[src/rtl/exec_forward_stage.sv]
// exec_forward_stage
// Execute stage of the 5-bit-register MIPS-style pipeline. Picks each ALU
// operand from the register file or from one of the three result history
// registers (r1/r2/r3), runs the ALU, and registers the result together with
// the data-memory controls for the following stage.
//
// Ports:
//   clk, reset            clock; synchronous active-high reset
//   op_dec[5:0]           opcode of the instruction in EX
//   imm[15:0], imm_sel    immediate (sign-extended) and operand-B select
//   mux_sel_A/B[1:0]      operand source: 00 rf, 01 r1, 10 r2, 11 r3
//   rf_data_A/B[DW-1:0]   register-file read data
//   mem_en_ex, mem_rw_ex  memory enable / write for the EX instruction
//   dm_load, dm_rdata     load flag and read data for the instruction in r1
//   flush                 turns the EX instruction into a bubble
//   dm_addr               r1 (memory address / ALU result)
//   dm_wdata              registered forwarded operand B (store data)
//   dm_en, dm_rw          registered memory controls
//   wb_data               r2 (write-back value)
//   zero, alu_ovf         registered flags of the last ALU operation
module exec_forward_stage #(
  parameter int DW = 32
) (
  input  logic          clk,
  input  logic          reset,
  input  logic [5:0]    op_dec,
  input  logic [15:0]   imm,
  input  logic          imm_sel,
  input  logic [1:0]    mux_sel_A,
  input  logic [1:0]    mux_sel_B,
  input  logic [DW-1:0] rf_data_A,
  input  logic [DW-1:0] rf_data_B,
  input  logic          mem_en_ex,
  input  logic          mem_rw_ex,
  input  logic          dm_load,
  input  logic [DW-1:0] dm_rdata,
  input  logic          flush,
  output logic [DW-1:0] dm_addr,
  output logic [DW-1:0] dm_wdata,
  output logic          dm_en,
  output logic          dm_rw,
  output logic [DW-1:0] wb_data,
  output logic          zero,
  output logic          alu_ovf
);

  typedef enum logic [2:0] {
    FN_ADD = 3'b000,
    FN_SUB = 3'b001,
    FN_AND = 3'b010,
    FN_OR  = 3'b011,
    FN_XOR = 3'b100,
    FN_SLT = 3'b101,
    FN_SLL = 3'b110,
    FN_SRL = 3'b111
  } alu_fn_t;

  logic [DW-1:0] r1, r2, r3;
  logic [DW-1:0] opnd_a, b_fwd, opnd_b, imm_ext, result;
  logic          ovf;
  alu_fn_t       fn;

  assign imm_ext = {{(DW-16){imm[15]}}, imm};

  // Operand selection. Forwarding on B still happens when the immediate is
  // used, because the forwarded value is what a store writes to memory.
  always_comb begin
    opnd_a = rf_data_A;
    unique case (mux_sel_A)
      2'b00: opnd_a = rf_data_A;
      2'b01: opnd_a = r1;
      2'b10: opnd_a = r2;
      2'b11: opnd_a = r3;
    endcase
    b_fwd = rf_data_B;
    unique case (mux_sel_B)
      2'b00: b_fwd = rf_data_B;
      2'b01: b_fwd = r1;
      2'b10: b_fwd = r2;
      2'b11: b_fwd = r3;
    endcase
    opnd_b = imm_sel ? imm_ext : b_fwd;
  end

  // Load/store/jump group always computes an address, so it is forced to ADD.
  always_comb begin
    fn = alu_fn_t'(op_dec[2:0]);
    if (op_dec[5:4] == 2'b01) fn = FN_ADD;
  end

  // ALU. Overflow is only meaningful for ADD/SUB; SUB compares against ~B's
  // sign, i.e. A and B having different signs.
  always_comb begin
    result = '0;
    ovf    = 1'b0;
    unique case (fn)
      FN_ADD: begin
        result = opnd_a + opnd_b;
        ovf    = (opnd_a[DW-1] == opnd_b[DW-1]) && (result[DW-1] != opnd_a[DW-1]);
      end
      FN_SUB: begin
        result = opnd_a - opnd_b;
        ovf    = (opnd_a[DW-1] != opnd_b[DW-1]) && (result[DW-1] != opnd_a[DW-1]);
      end
      FN_AND: result = opnd_a & opnd_b;
      FN_OR:  result = opnd_a | opnd_b;
      FN_XOR: result = opnd_a ^ opnd_b;
      FN_SLT: result = {{(DW-1){1'b0}}, ($signed(opnd_a) < $signed(opnd_b))};
      FN_SLL: result = opnd_a << opnd_b[4:0];
      FN_SRL: result = opnd_a >> opnd_b[4:0];
    endcase
  end

  // History and output registers. A flush only kills the EX instruction;
  // older results in r2/r3 keep moving so their consumers still see them.
  always_ff @(posedge clk) begin
    if (reset) begin
      r1       <= '0;
      r2       <= '0;
      r3       <= '0;
      dm_wdata <= '0;
      dm_en    <= 1'b0;
      dm_rw    <= 1'b0;
      zero     <= 1'b0;
      alu_ovf  <= 1'b0;
    end else begin
      r2       <= dm_load ? dm_rdata : r1;
      r3       <= r2;
      dm_wdata <= b_fwd;
      if (flush) begin
        r1      <= '0;
        dm_en   <= 1'b0;
        dm_rw   <= 1'b0;
        zero    <= 1'b1;
        alu_ovf <= 1'b0;
      end else begin
        r1      <= result;
        dm_en   <= mem_en_ex;
        dm_rw   <= mem_rw_ex;
        zero    <= (result == '0);
        alu_ovf <= ovf;
      end
    end
  end

  assign dm_addr = r1;
  assign wb_data = r2;

endmodule

[config.mk]
export PLATFORM = sky130hd
export DESIGN_NAME = exec_forward_stage
export DESIGN_NICKNAME = d
export VERILOG_FILES = /design/src/rtl/exec_forward_stage.sv
export SDC_FILE = /design/constraint.sdc
export NUM_CORES = 1
export LEC_CHECK = 0
export BUFFER_PORTS_ARGS = -buffer_cell sky130_fd_sc_hd__buf_2
export CAP_MARGIN = 10
export CELL_PAD_IN_SITES_DETAIL_PLACEMENT = 0
export CELL_PAD_IN_SITES_GLOBAL_PLACEMENT = 1
export CORE_UTILIZATION = 35
export CTS_CLUSTER_DIAMETER = 50
export DETAILED_ROUTE_END_ITERATION = 16
export PLACE_DENSITY = 0.74
export SYNTH_ARGS = -nofsm -noshare
export SYNTH_HDL_FRONTEND = slang
export SYNTH_SLANG_ARGS = --single-unit
export TNS_END_PERCENT = 1
[constraint.sdc]
create_clock -name clk -period 5.3 [get_ports clk]
set_input_delay 0 -clock clk [delete_from_list [all_inputs] [get_ports clk]]
set_output_delay 0 -clock clk [all_outputs]
set_load 0.03 [all_outputs]
# After elaboration in Yosys (flattened, before gate mapping)
# Index checks and enable logic that the tools add are counted.
dict set report classes {
  add_sub_neg 2
  order_cmp 1
  eq_ne 18
  n_shift 2
  mux 8
  n_bitwise 3
  reduce_logical 7
}
# operator count
set op_table {}
lappend op_table {{32-bit one-hot mux with 4 select lines} 2}
lappend op_table {{32-bit one-hot mux with 8 select lines} 1}
lappend op_table {{32-bit two-way mux} 2}
lappend op_table {{32-bit adder} 1}
lappend op_table {{32-bit bitwise AND} 1}
lappend op_table {{32-bit zero test} 1}
lappend op_table {{32-bit < comparator} 1}
lappend op_table {{32-bit bitwise OR} 1}
lappend op_table {{32-bit by 5-bit << shifter with 32-bit output} 1}
lappend op_table {{32-bit by 5-bit right shift with 32-bit output} 1}
lappend op_table {{32-bit subtractor} 1}
lappend op_table {{32-bit XOR} 1}
lappend op_table {{3-bit equality test, second input constant} 4}
lappend op_table {{2-bit equality test, second input constant} 4}
lappend op_table {{2-bit by 1-bit equality test with 1-bit output, second input constant} 3}
lappend op_table {{3-bit by 2-bit equality test with 1-bit output, second input constant} 2}
lappend op_table {{2-bit zero test} 2}
lappend op_table {{3-bit by 1-bit equality test with 1-bit output, second input constant} 1}
lappend op_table {{3-bit zero test} 1}
lappend op_table {{3-bit two-way mux} 1}
lappend op_table {{1-bit != test} 3}
lappend op_table {{1-bit logical AND} 2}
lappend op_table {{1-bit one-hot mux with 2 select lines} 1}
lappend op_table {{2-bit OR reduction} 1}
lappend op_table {{2 further kinds} 2}
dict set report totals {
  ff_bits 132
  inputBits 129
}

# Logic depth before layout (Yosys ltp)
dict set report depth {
  ltp_word 7
  mapped_depth 22
}

# Worst setup path after synthesis
# Ideal clock, no wire load.
dict set report synth_timing {
  path_type {reg2reg}
  start {reg r2[3], in the netlist wb_data[3]}
  end {reg zero}
  setup_ns 0.075
  arrival_ns 4.998
  slack_ns 0.227
  stages_incl_launch_ff 20
  n_path_buf 4
  period_less_slack_ns 5.073
  path_cell_list {dfxtp_1 mux2_2 nor3_1 a221o_1 clkbuf_1 clkbuf_1 clkbuf_1 ha_1 buf_2 nor4_1 o21ai_1 a2111o_1 a2111oi_0 o31a_1 nor3_1 o21a_1 o32ai_1 nand2_1 or4_1 o22ai_1}
}
dict set report synth_via {
  elab_chain_cells 6
}
# element line_no
set synth_rtl {}
lappend synth_rtl {{start: declaration} 58} ;# logic [DW-1:0] r1, r2, r3;
lappend synth_rtl {{start signal: assignment} 127} ;# r2 <= dm_load ? dm_rdata : r1;
lappend synth_rtl {{32-bit one-hot mux with 4 select lines} 76} ;# unique case (mux_sel_B)
lappend synth_rtl {{32-bit two-way mux} 82} ;# opnd_b = imm_sel ? imm_ext : b_fwd;
lappend synth_rtl {{32-bit subtractor (tied with other cells)} 102} ;# result = opnd_a - opnd_b;
lappend synth_rtl {{32-bit one-hot mux with 8 select lines (*)} 96} ;# unique case (fn)
lappend synth_rtl {{32-bit zero test (*)} 140} ;# zero <= (result == '0);
lappend synth_rtl {{1-bit two-way mux (*)} 130} ;# if (flush) begin
lappend synth_rtl {{end signal: assignment} 140}
lappend synth_rtl {{end: declaration} 43} ;# output logic zero,
# Every way passes the cells marked *; elsewhere a longest branch is shown, timed or not.
# A chain may end at the register's enable or synchronous reset.

# Worst setup path after layout
dict set report layout_timing {
  start {reg r1[0], in the netlist dm_addr[0]}
  end {reg zero}
}
dict set report layout_via {
  elab_chain_cells 6
}
# element line_no
set layout_rtl {}
lappend layout_rtl {{start: declaration} 58}
lappend layout_rtl {{start signal: assignment} 137} ;# r1 <= result;
lappend layout_rtl {{32-bit one-hot mux with 4 select lines} 76}
lappend layout_rtl {{32-bit two-way mux} 82}
lappend layout_rtl {{32-bit subtractor (tied with other cells)} 102}
lappend layout_rtl {{32-bit one-hot mux with 8 select lines (*)} 96}
lappend layout_rtl {{32-bit zero test (*)} 140}
lappend layout_rtl {{1-bit two-way mux (*)} 130}
# Marks and branches as above.

==> summary.txt <==
Placed design
  – Post-Place Worst Slack: 0.120 ns
  – PortBufs: 227
  – Global placer's final weighted congestion: 1.04
  – Detail Placement HPWL: 52000 um
  – Post-placement cell count: 2490

Hold path
  – Min-Delay Path Class: in -> reg
  – Hold Path Depth: 4
  – Hold Startpoint: rf_data_B[25]
  – Hold endpoint: dm_wdata[25]$_SDFF_PP0_

Synth
  – Seq/Total Area, Yosys: 18.8%
  – Yosys reg bits: 132
  – Ys async rst share: 0%
  – Yosys Warn Count: 0
  – Ys flop type: dfxtp_1
  – Post-synth EDFFs: 0
  – Synthesized area: 0.0141 mm2
  – Mapped Cells: 1762
  – Synth Area per Inst: 7.99 um2
  – Post-synthesis cell type count: 77
  – Mapped Nets: 1990

STA
  – Unrepaired setup endpoints after global routing: false
  – Hold slack final: 0.0259 ns
  – Endpoints failing hold: 0
  – Final period util: 96.3%
  – Least-Margin Pin Slew: 1.23 ns
  – Slew Viols, Final: 0
  – Worst Slack Setup Final: 0.199 ns
  – Final worst path period need: 5.10 ns
  – Final setup vio count: 0
  – Relative slew slack: 17.8%
  – Achievable clock frequency: 0.196 GHz
  – Setup TNS: 0 ns
  – Layout Skew: 0.0141 ns

Global routing
  – Number of global-route vias before repair: 15314
  – Gr ovfl total: 0
  – GRT Total Usage: 31.6%
  – Largest net degree at the start of global routing: 97
  – Initial antenna violation count: 1
  – First-pass GRT wire length: 98000 um

Drt
  – Drt total wl: 66100 um
  – DRC: 0
  – Detailed Routing Iterations Pass 1: 6
  – Number of DRC markers in iteration 0: 1748
  – Via count: 15540
  – Drt wl/cell: 25.9 um
  – Antenna Nets Post-Route: 0
  – Routed vias/inst: 6.08

Power
  – Pwr/cell area: 264 mW/mm2
  – Peak VDD IR: 0.218 mV
  – P_leak: 7.93 nW
  – Total power: 0.00454 W

Finish
  – # diodes: 0
  – Final Non-Filler Cells: 2558
  – Nets: 2248
  – Area Growth Syn to Fin: 22.0%
  – Share of layout cells above drive strength 1: 22.7%
  – # fillers: 4048

Clock network
  – CTS max path bufs: 2
  – Clk_lat worst skew: 0.43 ns
  – H-tree depth: 4
  – CTS clk-pin slew, worst paths: 0.07 ns
  – CTS tree: yes
  – TritonCTS Buffers: 17
  – Clock Sinks: 132
  – Root buf cell: clkbuf_16
  – Setup Buffers After CTS: 0

Critical path
  – R2r setup slk: 0.20 ns
  – Reg2reg path depth: 21
  – RR Endpoint: zero$_SDFF_PP0_
  – Arrival time worst endpoint: 5.46 ns
  – Startpoint Class: flip-flop
  – Capturing element type of the critical path: flip-flop
  – Origin of the critical flop-to-flop path: dm_addr[0]$_SDFF_PP0_
  – CP required: 5.66 ns
  – Maximum fanout along the worst path: 4
  – Kind of critical path: reg -> reg

Die
  – Die Footprint: 0.0410 mm2
  – Starting Density: 35.4%
  – Die height: 203 um
  – FP Rows: 73
  – Core footprint: 0.0397 mm2
  – Chip width: 203 um
  – I/O pin cnt: 229

Run status
  – Status: finished clean

Flow run
  – Maximum Capacitance Violations: 0
## repair_timing
item,4_1_cts,5_1_grt
hold buffers,36,0
hold endpoints to repair,35,0
setup endpoints to repair,0,1
resized for setup,0,2
## critical path, cell delays in order, from the launching register on
cell      delay (ns)
dfxtp_1         0.34
mux4_2          0.55
o21ai_4         0.18
inv_2           0.06
ha_1            0.23
fa_1            0.48
nor2b_2         0.19
o211ai_1        0.14
a2111o_1        0.51
a211oi_2        0.29
buf_4           0.19
o21ai_0         0.15
a21oi_1         0.23
o21ai_0         0.12
a22oi_1         0.17
buf_4           0.17
o311ai_0        0.17
buf_4           0.25
nor4_1          0.21
buf_4           0.16
nand4_1         0.09
o22ai_1         0.13
## placed cells by master, fill, tap and decap left out, types with 8 or more instances in the layout
cell type | Yosys | final
nand2_1 | 150 | 149
clkbuf_16 | 0 | 17
ha_1 | 97 | 97
o21bai_1 | 10 | 10
buf_4 | 6 | 109
a31oi_1 | 14 | 14
o21ai_0 | 46 | 45
nand4_1 | 8 | 8
o221ai_1 | 18 | 18
nor3_1 | 46 | 43
o22ai_1 | 40 | 40
and3_1 | 19 | 19
nand2b_1 | 15 | 15
nor2_1 | 157 | 156
nor4_1 | 11 | 11
or3_1 | 9 | 9
o211ai_1 | 23 | 23
a221oi_1 | 11 | 11
mux4_2 | 61 | 61
a221o_1 | 8 | 8
mux2i_1 | 159 | 158
nand3_1 | 31 | 31
and2_1 | 32 | 32
nor2b_1 | 59 | 58
o211a_1 | 12 | 12
dlygate4sd3_1 | 0 | 36
xnor2_1 | 18 | 18
a2111oi_0 | 11 | 11
dfxtp_1 | 132 | 132
a21oi_1 | 130 | 130
a211oi_1 | 39 | 38
buf_2 | 19 | 226
inv_1 | 114 | 114
a21o_1 | 23 | 23
## cells in the mapped netlist, types with 8 or more instances
library cell  count  area share, %
mux2i_1         159             11
nor2_1          157            4.2
nand2_1         150            4.0
dfxtp_1         132             19
a21oi_1         130            4.6
inv_1           114            3.0
ha_1             97            8.6
clkbuf_1         87            2.3
mux4_2           61            9.8
nor2b_1          59            2.6
nor3_1           46            1.6
o21ai_0          46            1.6
o22ai_1          40            1.8
a211oi_1         39            2.1
and2_1           32            1.4
nand3_1          31            1.1
a21o_1           23            1.2
o211ai_1         23            1.2
and3_1           19           0.84
buf_2            19           0.68
o221ai_1         18            1.1
xnor2_1          18            1.1
buf_1            16           0.43
nand2b_1         15           0.67
a31oi_1          14           0.62
o211a_1          12           0.85
a2111oi_0        11           0.68
a221oi_1         11           0.68
nor4_1           11           0.49
o21bai_1         10           0.53
or3_1             9           0.40
a221o_1           8           0.57
nand4_1           8           0.36
## routing by layer
metal  GRT usage, %  routed length [um]  up-vias
met3           4.77                4740      181
met1           40.3               27100     7543
li1               -                   -     7003
met5              0                   0        -
met4           17.6                3970        0
met2           50.9               30300      813
## worst max path at each step
stage / start / to / slack (ns) / cells past startpoint
2_1_floorplan: wb_data[3]$_SDFF_PP0_ / zero$_SDFF_PP0_ / 0.23 / 19
3_3_place_gp: mux_sel_B[0] / zero$_SDFF_PP0_ / 0.15 / 17
3_5_place_dp: dm_addr[0]$_SDFF_PP0_ / zero$_SDFF_PP0_ / 0.12 / 21
4_1_cts: dm_addr[0]$_SDFF_PP0_ / zero$_SDFF_PP0_ / 0.10 / 21
5_1_grt: dm_addr[0]$_SDFF_PP0_ / zero$_SDFF_PP0_ / 0.005 / 21
6_report: dm_addr[0]$_SDFF_PP0_ / zero$_SDFF_PP0_ / 0.20 / 21
## per-stage QoR
step	area, um2	util, %
CTS	17200	43.2
floorplan	14100	-
global route	17200	43.2
global placement	16200	40.7
finish	17200	43.2
detailed placement	16200	40.7
## logic make-up after synthesis
group	count (synthesis)	synth area share [%]
AO/OA/AOI/OAI	470	23.0
XOR/XNOR	22	1.37
adder cells (fa/ha/maj)	99	8.91
buffers and inverters	251	7.29
flip-flops	132	18.8
multiplexers	227	21.6
AND/OR/NAND/NOR	561	19.1
## power breakdown
part,switching [W],internal (W),total [W]
logic,0.00136,0.000791,0.00216
clock network,0.000484,0.000797,0.00128
registers,0.0000490,0.00105,0.00110
total,0.00190,0.00264,0.00454
## flip-flops by register name, summed over array words and instances, names as in the netlist
signal / flops
alu_ovf: 1
dm_addr: 32
dm_en: 1
dm_rw: 1
dm_wdata: 32
r3: 32
wb_data: 32
zero: 1
## cell type report
| cell class | count | area (um2) | area share [%] |
|---|---|---|---|
| clock buffer | 19 | 433 | 2.52 |
| clock inverter | 13 | 195 | 1.14 |
| inverter | 118 | 443 | 2.58 |
| multi-input combinational | 1379 | 10500 | 61.0 |
| sequential | 132 | 2640 | 15.4 |
| tap | 525 | 657 | 3.83 |
| timing repair buffer | 372 | 2330 | 13.6 |
(Power assumes the default switching activity.)
